File: src/rtl/adc_scan_scheduler.sv
// rtl/adc_scan_scheduler.sv - round-robin ADC scan scheduler with UART config; ADC_SCAN_OVF_CNT_EN adds ovf_cnt
module adc_scan_scheduler #(
   parameter int WIDTH  = 8,
   parameter int NUM_CH = 3
) (
   input  logic              clk,
   input  logic              rst,
   input  logic              activate,
   output logic              done,
   input  logic [7:0]        rx_data,
   input  logic              rx_ready,
   input  logic              run,
   output logic [NUM_CH-1:0] adc_sel,
   output logic              adc_clk,
   input  logic [WIDTH-1:0]  adc_data,
   output logic [WIDTH-1:0]  sample_data,
   output logic [2:0]        sample_ch,
   output logic              sample_valid,
   input  logic              sample_ready,
`ifdef ADC_SCAN_OVF_CNT_EN
   output logic              ovf,
   output logic [7:0]        ovf_cnt
`else
   output logic              ovf
`endif
);

   typedef enum logic [1:0] {CFG_IDLE, CFG_MASK, CFG_DIV, CFG_DONE} cfg_state_t;

   cfg_state_t        cfg_state;
   logic [NUM_CH-1:0] stage_mask;   // mask byte held until the div byte commits both
   logic [NUM_CH-1:0] mask_r;
   logic [7:0]        div_r;
   logic [7:0]        div_cnt;
   logic [2:0]        cur_ch;       // channel currently driven on adc_sel
   logic [2:0]        seq_ch;       // channel strobed by the sequence in flight
   logic              capt_stage;   // high during T+2

   logic [NUM_CH-1:0] rx_mask;
   logic [7:0]        rx_div;
   logic              commit;
   logic              tick;
   logic              capture;
   logic              drop;
   logic [2:0]        sel_base;
   logic [2:0]        sel_next;

   // next enabled channel above ch, wrapping; stays on ch when it is the only one
   function automatic logic [2:0] next_enabled(input logic [2:0] ch, input logic [NUM_CH-1:0] m);
      logic [2:0] r;
      logic       found;
      int         c;
      r     = ch;
      found = 1'b0;
      for (int i = 1; i <= NUM_CH; i++) begin
         c = int'(ch) + i;
         if (c >= NUM_CH) c = c - NUM_CH;
         if (!found && m[c]) begin
            r     = 3'(c);
            found = 1'b1;
         end
      end
      return r;
   endfunction

   function automatic logic [2:0] lowest_enabled(input logic [NUM_CH-1:0] m);
      logic [2:0] r;
      r = 3'd0;
      for (int i = NUM_CH - 1; i >= 0; i--) begin
         if (m[i]) r = 3'(i);
      end
      return r;
   endfunction

   assign rx_mask  = (rx_data[NUM_CH-1:0] == '0) ? NUM_CH'(1) : rx_data[NUM_CH-1:0];
   assign rx_div   = (rx_data < 8'd3) ? 8'd3 : rx_data;
   assign commit   = (cfg_state == CFG_DIV) && rx_ready;
   assign tick     = run && (div_cnt == div_r - 8'd1);
   assign capture  = capt_stage && run;
   assign drop     = capture && sample_valid && !sample_ready;
   // the in-flight sequence advances with the mask it started under; a commit then
   // relocates the selection if that channel is no longer enabled
   assign sel_base = capture ? next_enabled(seq_ch, mask_r) : cur_ch;
   assign sel_next = (commit && !stage_mask[sel_base]) ? lowest_enabled(stage_mask) : sel_base;
   assign adc_sel  = NUM_CH'(1) << cur_ch;

   // configuration command FSM: mask byte, div byte, then done until activate drops
   always_ff @(posedge clk) begin
      if (rst) begin
         cfg_state  <= CFG_IDLE;
         done       <= 1'b0;
         stage_mask <= NUM_CH'(1);
         mask_r     <= NUM_CH'(1);
         div_r      <= 8'd3;
      end else begin
         case (cfg_state)
            CFG_IDLE: begin
               if (activate) cfg_state <= CFG_MASK;
            end
            CFG_MASK: begin
               if (rx_ready) begin
                  stage_mask <= rx_mask;
                  cfg_state  <= CFG_DIV;
               end
            end
            CFG_DIV: begin
               if (rx_ready) begin
                  mask_r    <= stage_mask;
                  div_r     <= rx_div;
                  done      <= 1'b1;
                  cfg_state <= CFG_DONE;
               end
            end
            default: begin
               if (!activate) begin
                  done      <= 1'b0;
                  cfg_state <= CFG_IDLE;
               end
            end
         endcase
      end
   end

   // divider and T / T+1 / T+2 scan pipeline
   always_ff @(posedge clk) begin
      if (rst) begin
         div_cnt    <= 8'd0;
         adc_clk    <= 1'b0;
         capt_stage <= 1'b0;
         cur_ch     <= 3'd0;
         seq_ch     <= 3'd0;
      end else begin
         if (commit || !run || tick) div_cnt <= 8'd0;
         else                        div_cnt <= div_cnt + 8'd1;
         adc_clk    <= tick;
         capt_stage <= adc_clk && run;
         if (tick) seq_ch <= cur_ch;
         cur_ch <= sel_next;
      end
   end

   // single-entry sample holding register with valid/ready handshake
   always_ff @(posedge clk) begin
      if (rst) begin
         sample_data  <= '0;
         sample_ch    <= 3'd0;
         sample_valid <= 1'b0;
      end else if (capture && !drop) begin
         sample_data  <= adc_data;
         sample_ch    <= seq_ch;
         sample_valid <= 1'b1;
      end else if (sample_valid && sample_ready) begin
         sample_valid <= 1'b0;
      end
   end

`ifdef ADC_SCAN_OVF_CNT_EN
   // saturating dropped-sample counter; a config commit starts a fresh count
   always_ff @(posedge clk) begin
      if (rst || commit)                 ovf_cnt <= 8'd0;
      else if (drop && ovf_cnt != 8'hFF) ovf_cnt <= ovf_cnt + 8'd1;
   end

   assign ovf = (ovf_cnt != 8'd0);
`else
   // sticky overflow flag; a config commit clears it
   always_ff @(posedge clk) begin
      if (rst || commit) ovf <= 1'b0;
      else if (drop)     ovf <= 1'b1;
   end
`endif

endmodule
File: config.mk
export PLATFORM = sky130hd
export DESIGN_NAME = adc_scan_scheduler
export DESIGN_NICKNAME = d
export VERILOG_FILES = /design/src/rtl/adc_scan_scheduler.sv
export SDC_FILE = /design/constraint.sdc
export NUM_CORES = 1
export LEC_CHECK = 0
export ABC_AREA = 1
export BUFFER_PORTS_ARGS = -buffer_cell sky130_fd_sc_hd__buf_4
export CORE_MARGIN = 8
export CORE_UTILIZATION = 31
export CTS_CLUSTER_DIAMETER = 200
export DETAILED_ROUTE_END_ITERATION = 8
export RECOVER_POWER = 50
export SLEW_MARGIN = 20
export SYNTH_ARGS = -nofsm -noshare
export SYNTH_HDL_FRONTEND = slang
export SYNTH_SLANG_ARGS = --single-unit
File: constraint.sdc
create_clock -name clk -period 3.2 [get_ports clk]
set_clock_uncertainty 0.2 [all_clocks]
set_input_delay 0 -clock clk [delete_from_list [all_inputs] [get_ports clk]]
set_output_delay 0 -clock clk [all_outputs]
set_load 0.02 [all_outputs]
### After elaboration in Yosys (flattened, before gate mapping)

Index checks and enable logic that the tools add are counted.
Widths: inputs -> output; s select.

| cells by class | value |
|---|---|
| add/sub/neg operators | 8 |
| $mul | 0 |
| divide/modulo/power cells | 0 |
| order comparisons | 8 |
| equality and inequality tests | 8 |
| shift operators | 1 |
| multiplexer cells | 36 |
| bitwise gates (word level) | 1 |
| reductions and logical operators | 29 |

Operators with widths:

| kind | count |
|---|---|
| $lt 32x4->1 const B | 3 |
| $mux 32 | 3 |
| $mux 3 | 8 |
| $sub 4x2->5 const B | 3 |
| $mux 1 | 13 |
| $ge 4x2->1 const B | 3 |
| $logic_and 1x1->1 | 11 |
| $mux 2 | 5 |
| $add 3x2->4 const B | 2 |
| $add 8x1->8 const B | 1 |
| $bmux 1 s2 | 4 |
| $eq 8x8->1 | 1 |
| $lt 8x2->1 const B | 1 |
| $mux 8 | 1 |
| $sub 8x1->8 const B | 1 |
| $logic_not 1->1 | 6 |
| $ne 2x2->1 const B | 3 |
| $pmux 2 s3 | 1 |
| $add 3x1->4 const B | 1 |
| $ne 4x1->1 const B | 1 |
| $reduce_and 2->1 | 2 |
| $reduce_and 4->1 | 1 |
| $reduce_or 2->1 | 2 |
| $logic_not 3->1 | 1 |
| other kinds (11) | 13 |

| word-level totals | value |
|---|---|
| bits in registers | 46 |
| latch bits | 0 |
| RAM bits | 0 |
| ROM bits | 0 |
| input port bits | 22 |
| output and inout port bits | 18 |
| word-level logic and storage cells | 105 |
| memories | 0 |

### Logic depth before layout (Yosys ltp)

Gate-level depths: netlist (run 1).

| logic depth | value |
|---|---|
| word-level depth | 19 |
| mapped depth | 23 |
| depth with buffers taken out | 22 |

### Worst setup path after synthesis (run 1)

OpenSTA, ideal clock, no wires.

| timing path | value |
|---|---|
| kind | register -> register |
| from | register seq_ch[0] |
| to | register cur_ch[1] |
| library setup time | 0.111 ns |
| data arrival time | 2.282 ns |
| required time | 2.889 ns |
| slack | 0.606 ns |
| cell stages (with the launch flop) | 19 |
| buffers on the path | 1 |
| clock period less this slack | 2.594 ns |
| cells stage by stage | dfxtp_1 > inv_2 > buf_6 > ha_1 > nand2_1 > inv_1 > nor2_2 > nand2_2 > o21bai_4 > nand2_4 > nand3_1 > nand3_1 > nand2_1 > a21oi_2 > nor2_1 > nor2_2 > nand2_2 > nor2_1 > nor2_1 |

| between the ends | value |
|---|---|
| word-level cells in the longest chain between the ends | 19 |
| elaborated cells on any way between the ends | 36 |
| classes of those cells | 6 x add/sub; 3 x order compare; 21 x mux; 6 x reduce/logical |

Ends and longest elaborated chain:

| what | line | text |
|---|---|---|
| from (decl) | 36 | `logic [2:0] seq_ch;` |
| from (signal assigned) | 137 | `if (tick) seq_ch <= cur_ch;` |
| $add 3x1->4 | 56 | `c = int'(ch) + i;` |
| $sub 4x2->5 or $ge 4x2->1 (tied branches) | 57 | `if (c >= NUM_CH) c = c - NUM_CH;` |
| $mux 32 | 57 |  |
| $bmux 1 s2 | 58 | `if (!found && m[c]) begin` |
| $mux 1 (implied by the code) (2 in a row) | 58 |  |
| $mux 1 | 58 |  |
| $logic_not 1->1 | 58 |  |
| $logic_and 1x1->1 | 58 |  |
| [... 2 more ...] | n/a |  |
| $logic_and 1x1->1 | 58 |  |
| $mux 3 * | 58 |  |
| $mux 3 * | 83 | `assign sel_base = capture ? next_enabled(seq_ch, mask_r) : cur_ch;` |
| $bmux 1 s2 | 84 | `assign sel_next = (commit && !stage_mask[sel_base]) ? lowest_enabled(stage_mask) : sel_base;` |
| $mux 1 (implied by the code) | 84 |  |
| $logic_not 1->1 | 84 |  |
| $logic_and 1x1->1 | 84 |  |
| $mux 3 * | 84 |  |
| to (signal assigned) | 138 | `cur_ch <= sel_next;` |
| to (decl) | 35 | `logic [2:0] cur_ch;` |

Every way passes the cells marked *; elsewhere a longest branch is shown, timed or not. The select of a mux whose other input is x is not followed.
A chain may end at the register's enable or synchronous reset.

### Worst setup path after layout (run 1)

Ends and elaborated chain as after synthesis.

==> results of run 1 <==
==> per-stage QoR <==
| step | area (um^2) | cells | hold WS (ns) | utilization, % |
|---|---|---|---|---|
| after global routing | 3290 | 534 | 0.275 | 40.3 |
| final | 3290 | 534 | 0.266 | 40.3 |
| after floorplan | 2590 | 359 | -0.0873 | - |
| after detailed placement | 3000 | 500 | 0.0276 | 36.7 |
| after global placement | 3000 | 500 | 0.0180 | 36.7 |
| after CTS | 3370 | 534 | 0.257 | 41.2 |
==> layer usage <==
metal	vias up	GRT usage [%]	routed length, um	part of all wire [%]
met5	-	0	0	0
met4	0	3.87	80	1.3
met3	6	1.44	102	1.6
met2	23	19.5	3020	48
met1	1095	14.2	3130	49
li1	1312	-	-	-
==> registers in the layout, indices dropped and copies added, names as in the netlist <==
| name | count |
|---|---|
| seq_ch | 3 |
| sample_valid | 1 |
| sample_data | 8 |
| sample_ch | 3 |
| mask_r | 3 |
| adc_clk | 1 |
| capt_stage | 1 |
| div_cnt | 8 |
| cur_ch | 3 |
| stage_mask | 3 |
| done | 1 |
| div_r | 8 |
| cfg_state | 2 |
| ovf | 1 |
==> placed cells by master, fill, tap and decap left out, drive strengths merged <==
cell type | Yosys | layout
nor3b | 2 | 2
o2111ai | 1 | 1
clkbuf | 2 | 26
nor2 | 55 | 55
bufinv | 0 | 1
clkinv | 0 | 1
buf | 2 | 19
a22oi | 1 | 1
nand2 | 71 | 71
o21ai | 28 | 28
dfxtp | 46 | 46
a21oi | 19 | 19
dlygate4sd3 | 0 | 26
ha | 13 | 13
xnor2 | 5 | 5
o21bai | 1 | 1
o31ai | 1 | 1
or4 | 1 | 1
a2111oi | 1 | 1
or2 | 1 | 1
o211ai | 2 | 2
nand3 | 26 | 26
o22ai | 2 | 2
nand4 | 6 | 6
inv | 49 | 50
nor3 | 7 | 7
a211oi | 5 | 5
nor4 | 1 | 1
xor2 | 8 | 8
o21a | 1 | 1
a22o | 2 | 2
==> worst max-delay path: stages (launching register included) <==
cell	delay, ns
dfxtp_1	0.48
inv_2	0.17
ha_1	0.36
nand2_1	0.12
inv_1	0.07
nor2_2	0.11
nand2_2	0.09
o21bai_4	0.19
nand2_4	0.13
nand3_1	0.08
nand3_1	0.09
nand2_1	0.06
a21oi_2	0.17
nor2_1	0.08
nor2_2	0.13
nand2_2	0.07
nor2_1	0.09
nor2_1	0.04
==> cell type report <==
type | instances | area (um^2)
fill | 870 | 4880
multi-input combinational | 260 | 1460
sequential | 46 | 921
timing repair buffer | 66 | 482
inverter | 49 | 184
tap | 105 | 131
clock buffer | 5 | 68.8
clock inverter | 3 | 43.8
==> repair_timing <==
action                                  CTS  global route
hold buffers                             26             0
hold endpoints to repair                 29             0
endpoints found under the setup margin    0             0
==> final timing paths <==
check,endpoint,startpoint,slack (ns),cells after the start
worst max-delay path,cur_ch[1],seq_ch[0],0.37,17
worst min-delay path,div_r[4],rx_data[4],0.27,4
worst max register to register,cur_ch[1],seq_ch[0],0.37,17
worst min register to register,div_r[1],div_r[1],0.28,2
==> kinds of logic (layout without fill, tap and decap cells) <==
group | after synthesis | count (layout)
simple gates | 170 | 170
compound gates | 64 | 64
buf+inv | 53 | 123
flops | 46 | 46
fa+ha+maj | 13 | 13
xor+xnor | 13 | 13
==> report_power, final <==
| group | internal, uW | switching (uW) | leakage, uW |
|---|---|---|---|
| Sequential | 620 | 46.0 | 0.000372 |
| Clock | 234 | 204 | 0.0000585 |
| Combinational | 323 | 516 | 0.00101 |
==> impl_results.md, run 1 <==
* DIE AREA at 11500 um^2
* Crit-path max FO at 12
* Vias in the first global route at 2368
* Adder-Cell Fraction of Synth Area at 6.27%
* Via density at 4.56
* Post-cts gate resize count at 0
* Proportion of synthesized area in mux cells at 0%
* Seq/Total Area, Yosys at 35.5%
* Clock tree buffer depth at 2
* Synth top cells by count: 55 x nand2_1, 53 x nor2_1, 46 x dfxtp_1, 42 x inv_1
* GR Util All Layers at 11.3%
* Worst-margin pin slew at 0.912 ns
* Final setup vio count at 0
* Nets@finish at 463
* Total power at 1940 uW
* Drt pass-1 iters at 5
* Initial Util at 31.7%
* Fin worst setup slack at 0.371 ns
* Crit. End Element: flop
* Max-cap violation count at 0
* Yosys reg bits at 46
* FP Rows at 33
* Outcome: finished, final reports clean
* Lkg Pwr at 0.00144 uW
* Final HPWL from detailed placement at 4830 um
* Max-slew violation count at 0
* Slew margin rel. at 39.0%
* Drt drc at 0
* Total gr overflow at 0
* Final Cycle Share at 88.4%
* Synth area leaders: dfxtp_1 36%, nand2_1 8.0%, nor2_1 7.7%
* Warnings from Yosys at 0
* P&R area growth vs syn at 27.0%
* Mapped Nets at 394
* Core region area at 8180 um^2
* GP Congestion at 0.842
* CTS tree: built
* Post-synth EDFFs at 0
* Largest family of logic cells by synthesized area: simple AND/OR/NAND/NOR gates
* Ports at 40
* Cells after Synth at 359
* Number of post-CTS setup repair buffers at 0
* RSZ-0062 raised after global routing: no
* Synth area leader: dfxtp_1
* Post-synthesis compound-gate area fraction at 15.0%
* H-Tree Depth at 2
* Syn Std Cell Area at 2590 um^2
* Required time of the critical path at 3.20 ns
* Most used DFF post-synth: dfxtp_1
* Power per cell area at 590 nW/um^2
* Routed Wire Length at 6330 um
* TritonCTS Sinks at 46
* Post-synthesis simple-gate area fraction at 30.8%
* Routed wire per std cell at 11.9 um
* Num CTS Buffers at 5
* Mean Syn Cell Area at 7.22 um^2
* Post-synth ARST share at 0%
* Starting DRT DRC Count at 110
* Startpoint Class: flop
* Diodes inserted at 0
* Die height at 107 um
* Antenna violations before repair at 0
* Largest net degree at the start of global routing at 20
* F_max at 354 MHz
* Port bufs at 39
* Hold Vio Cnt, Final at 0
* Most frequent cell after synthesis: nand2_1
* Min-delay worst type: input pin to flop
* First-pass GRT wire length at 10800 um
* Crit Path Category: flop to flop
* Share of the synthesized area in the top cell type at 35.5%
* Clk Tree Root Cell: clkbuf_8
* Worst-path clk slew at 0.09 ns
* Vias at 2436
* TNS Setup at 0 ns
* Share of layout cells above drive strength 1 at 14.2%
* Max IR drop VDD at 0.000334 V
* Routed Antenna Nets at 0
* Die Wd at 107 um
* Worst skew pair latency at 0.30 ns
* DP Worst Slack at 0.395 ns
* Post-Synth XOR/XNOR Area at 4.39%
* CP arrival at 2.83 ns
* Tmin final at 2.83 ns
* Post-synth cell types at 39
No activity file was read; power rests on OpenSTA's default activity.
==> inputs of run 2 (changes only) <==
CORE_UTILIZATION = 57   (was 31)
PLACE_DENSITY = 0.8   (was unset)
==> impl_results.md, run 2 (same netlist as run 1, synthesis figures left out) <==
* H-Tree Depth at 2 (unchanged)
* Vias in the first global route at 2561 (was 2368)
* Die Wd at 83.5 um (was 107 um)
* RR Endpoint: cur_ch[1] (unchanged)
* Post-cts gate resize count at 0 (unchanged)
* Vias at 2645 (was 2436)
* DP Worst Slack at 0.345 ns (was 0.395 ns)
* CP arrival at 2.89 ns (was 2.83 ns)
* Internal power at 1280 uW (was 1180 uW)
* P&R area growth vs syn at 26.8% (was 27.0%)
* Max-slew violation count at 0 (unchanged)
* Lkg Pwr at 0.00146 uW (was 0.00144 uW)
* Sequential Power Share at 32.2% (was 34.3%)
* Min-delay worst type: input pin to flop (unchanged)
* Slew margin rel. at 40.8% (was 39.0%)
* FP Rows at 24 (was 33)
* TNS Setup at 0 ns (unchanged)
* Starting DRT DRC Count at 211 (was 110)
* Routed Antenna Nets at 0 (unchanged)
* Most frequent cells in the layout: 55 x nand2_1, 53 x nor2_1, 46 x dfxtp_1, 42 x inv_1, 29 x dlygate4sd3_1 (was 55 x nand2_1, 53 x nor2_1, 46 x dfxtp_1, 42 x inv_1, 26 x dlygate4sd3_1)
* Most common cell after layout, fill and taps aside: nand2_1 (unchanged)
* Reg-to-Reg Start: seq_ch[0] (unchanged)
* Fin worst setup slack at 0.315 ns (was 0.371 ns)
* Nets@finish at 466 (was 463)
* F_max at 347 MHz (was 354 MHz)
* Drt drc at 0 (unchanged)
* Worst skew pair latency at 0.30 ns (about the same)
* Final HPWL from detailed placement at 4810 um (was 4830 um)
* Clk Tree Root Cell: clkbuf_8 (unchanged)
* Hold_buf cts at 29 (was 26)
* Worst-margin pin slew at 0.885 ns (was 0.912 ns)
* Worst-path clk slew at 0.09 ns (about the same)
* Drt pass-1 iters at 5 (unchanged)
* Outcome: finished, final reports clean (unchanged)
* CTS tree: built (unchanged)
* Largest net degree at the start of global routing at 20 (unchanged)
* Startpoint Class: flop (unchanged)
* GR Util All Layers at 19.4% (was 11.3%)
* Final setup vio count at 0 (unchanged)
* Max IR drop VDD at 0.000456 V (was 0.000334 V)
* Routed Wire Length at 6980 um (was 6330 um)
* Final Cycle Share at 90.1% (was 88.4%)
* Worst Min Path Start: adc_data[7] (was rx_data[4])
* Port bufs at 39 (unchanged)
* First-pass GRT wire length at 11500 um (was 10800 um)
* Crit Path Category: flop to flop (unchanged)
* Net Sw Frac at 38.0% (was 39.4%)
* Total power at 2070 uW (was 1940 uW)
* Clock power share at 25.7% (was 22.5%)
* Top flop regs: div_cnt (8), div_r (8), sample_data (8) (unchanged)
* Max-cap violation count at 0 (unchanged)
* Hold Worst Slack at 0.269 ns (was 0.266 ns)
* Die height at 83.5 um (was 107 um)
* Antenna violations before repair at 1 (was 0)
* Via density at 5.45 (was 4.56)
* TritonCTS Sinks at 46 (unchanged)
* Total gr overflow at 0 (unchanged)
* Worst Reg-to-Reg Cells at 17 (unchanged)
* Share of layout cells above drive strength 1 at 14.1% (was 14.2%)
* FF-to-FF setup slack at 0.32 ns (was 0.37 ns)
* Hold Vio Cnt, Final at 0 (unchanged)
* Hold EP: sample_data[7] (was div_r[4])
* Crit path from: seq_ch[0] (unchanged)
* Crit-path max FO at 12 (unchanged)
* Clock tree buffer depth at 2 (unchanged)
* Psw at 788 uW (was 766 uW)
* GP Congestion at 0.903 (was 0.842)
* Routed wire per std cell at 14.4 um (was 11.9 um)
* Required time of the critical path at 3.21 ns (was 3.20 ns)
* Ports at 40 (unchanged)
* Initial Util at 59.2% (was 31.7%)
* Hold Path Cell Cnt at 4 (unchanged)
* Combinational Power Share at 42.1% (was 43.2%)
* DIE AREA at 6960 um^2 (was 11500 um^2)
* Power per cell area at 630 nW/um^2 (was 590 nW/um^2)
* Tmin final at 2.88 ns (was 2.83 ns)
* Crit. End Element: flop (unchanged)
* Core region area at 4380 um^2 (was 8180 um^2)
* Num CTS Buffers at 5 (unchanged)
* RSZ-0062 raised after global routing: no (unchanged)
* Number of post-CTS setup repair buffers at 0 (unchanged)
## run 2: area by class of cell
cell class                      count  area [um^2]
Tap cell                           52         65.1
Inverter                           49          184
Multi-Input combinational cell    260         1460
Clock inverter                      2         60.1
Timing Repair Buffer               69          512
Clock buffer                        6         82.6
Fill cell                         348         1090
Sequential cell                    46          921
Antenna cell                        1         2.50
## run 2: stage by stage
stage | area, um^2 | cells | util [%]
floorplan | 2590 | 359 | -
global placement | 2930 | 447 | 66.9
detailed placement | 2930 | 447 | 66.9
CTS | 3370 | 484 | 76.8
global route | 3290 | 485 | 75.0
finish | 3290 | 485 | 75.0
## run 2: critical path: stages, from the launching register on
cell and delay [ns]:
dfxtp_1 0.47, inv_2 0.17, ha_1 0.35, nand2_1 0.13
inv_1 0.07, nor2_2 0.12, nand2_2 0.10, o21bai_4 0.19
nand2_4 0.12, nand3_1 0.08, nand3_1 0.09, nand2_1 0.07
a21oi_2 0.21, nor2_1 0.08, nor2_2 0.14, nand2_2 0.07
nor2_1 0.10, nor2_1 0.05
## run 2: power groups by stage
stage               Combinational, uW  Sequential, uW  Clock [uW]
floorplan                         667             672           0
global placement                  807             676           0
detailed placement                821             679           0
CTS                               865             666         537
global route                      965             675         559
finish                            872             668         532
## run 2: worst max-delay path by stage
| stage | endpoint | slack [ns] | depth (start not counted) |
|---|---|---|---|
| 2_1_floorplan | cur_ch[1] | 0.61 | 18 |
| 3_3_place_gp | cur_ch[0] | 0.50 | 17 |
| 3_5_place_dp | cur_ch[1] | 0.34 | 17 |
| 4_1_cts | cur_ch[1] | 0.34 | 17 |
| 5_1_grt | cur_ch[1] | 0.12 | 17 |
| 6_report | cur_ch[1] | 0.32 | 17 |
## run 2: routing by layer
layer | wire length, um | track usage, %
met5 | 0 | 0
met4 | 189 | 7.54
met3 | 368 | 4.20
met2 | 3580 | 35.1
met1 | 2840 | 21.4
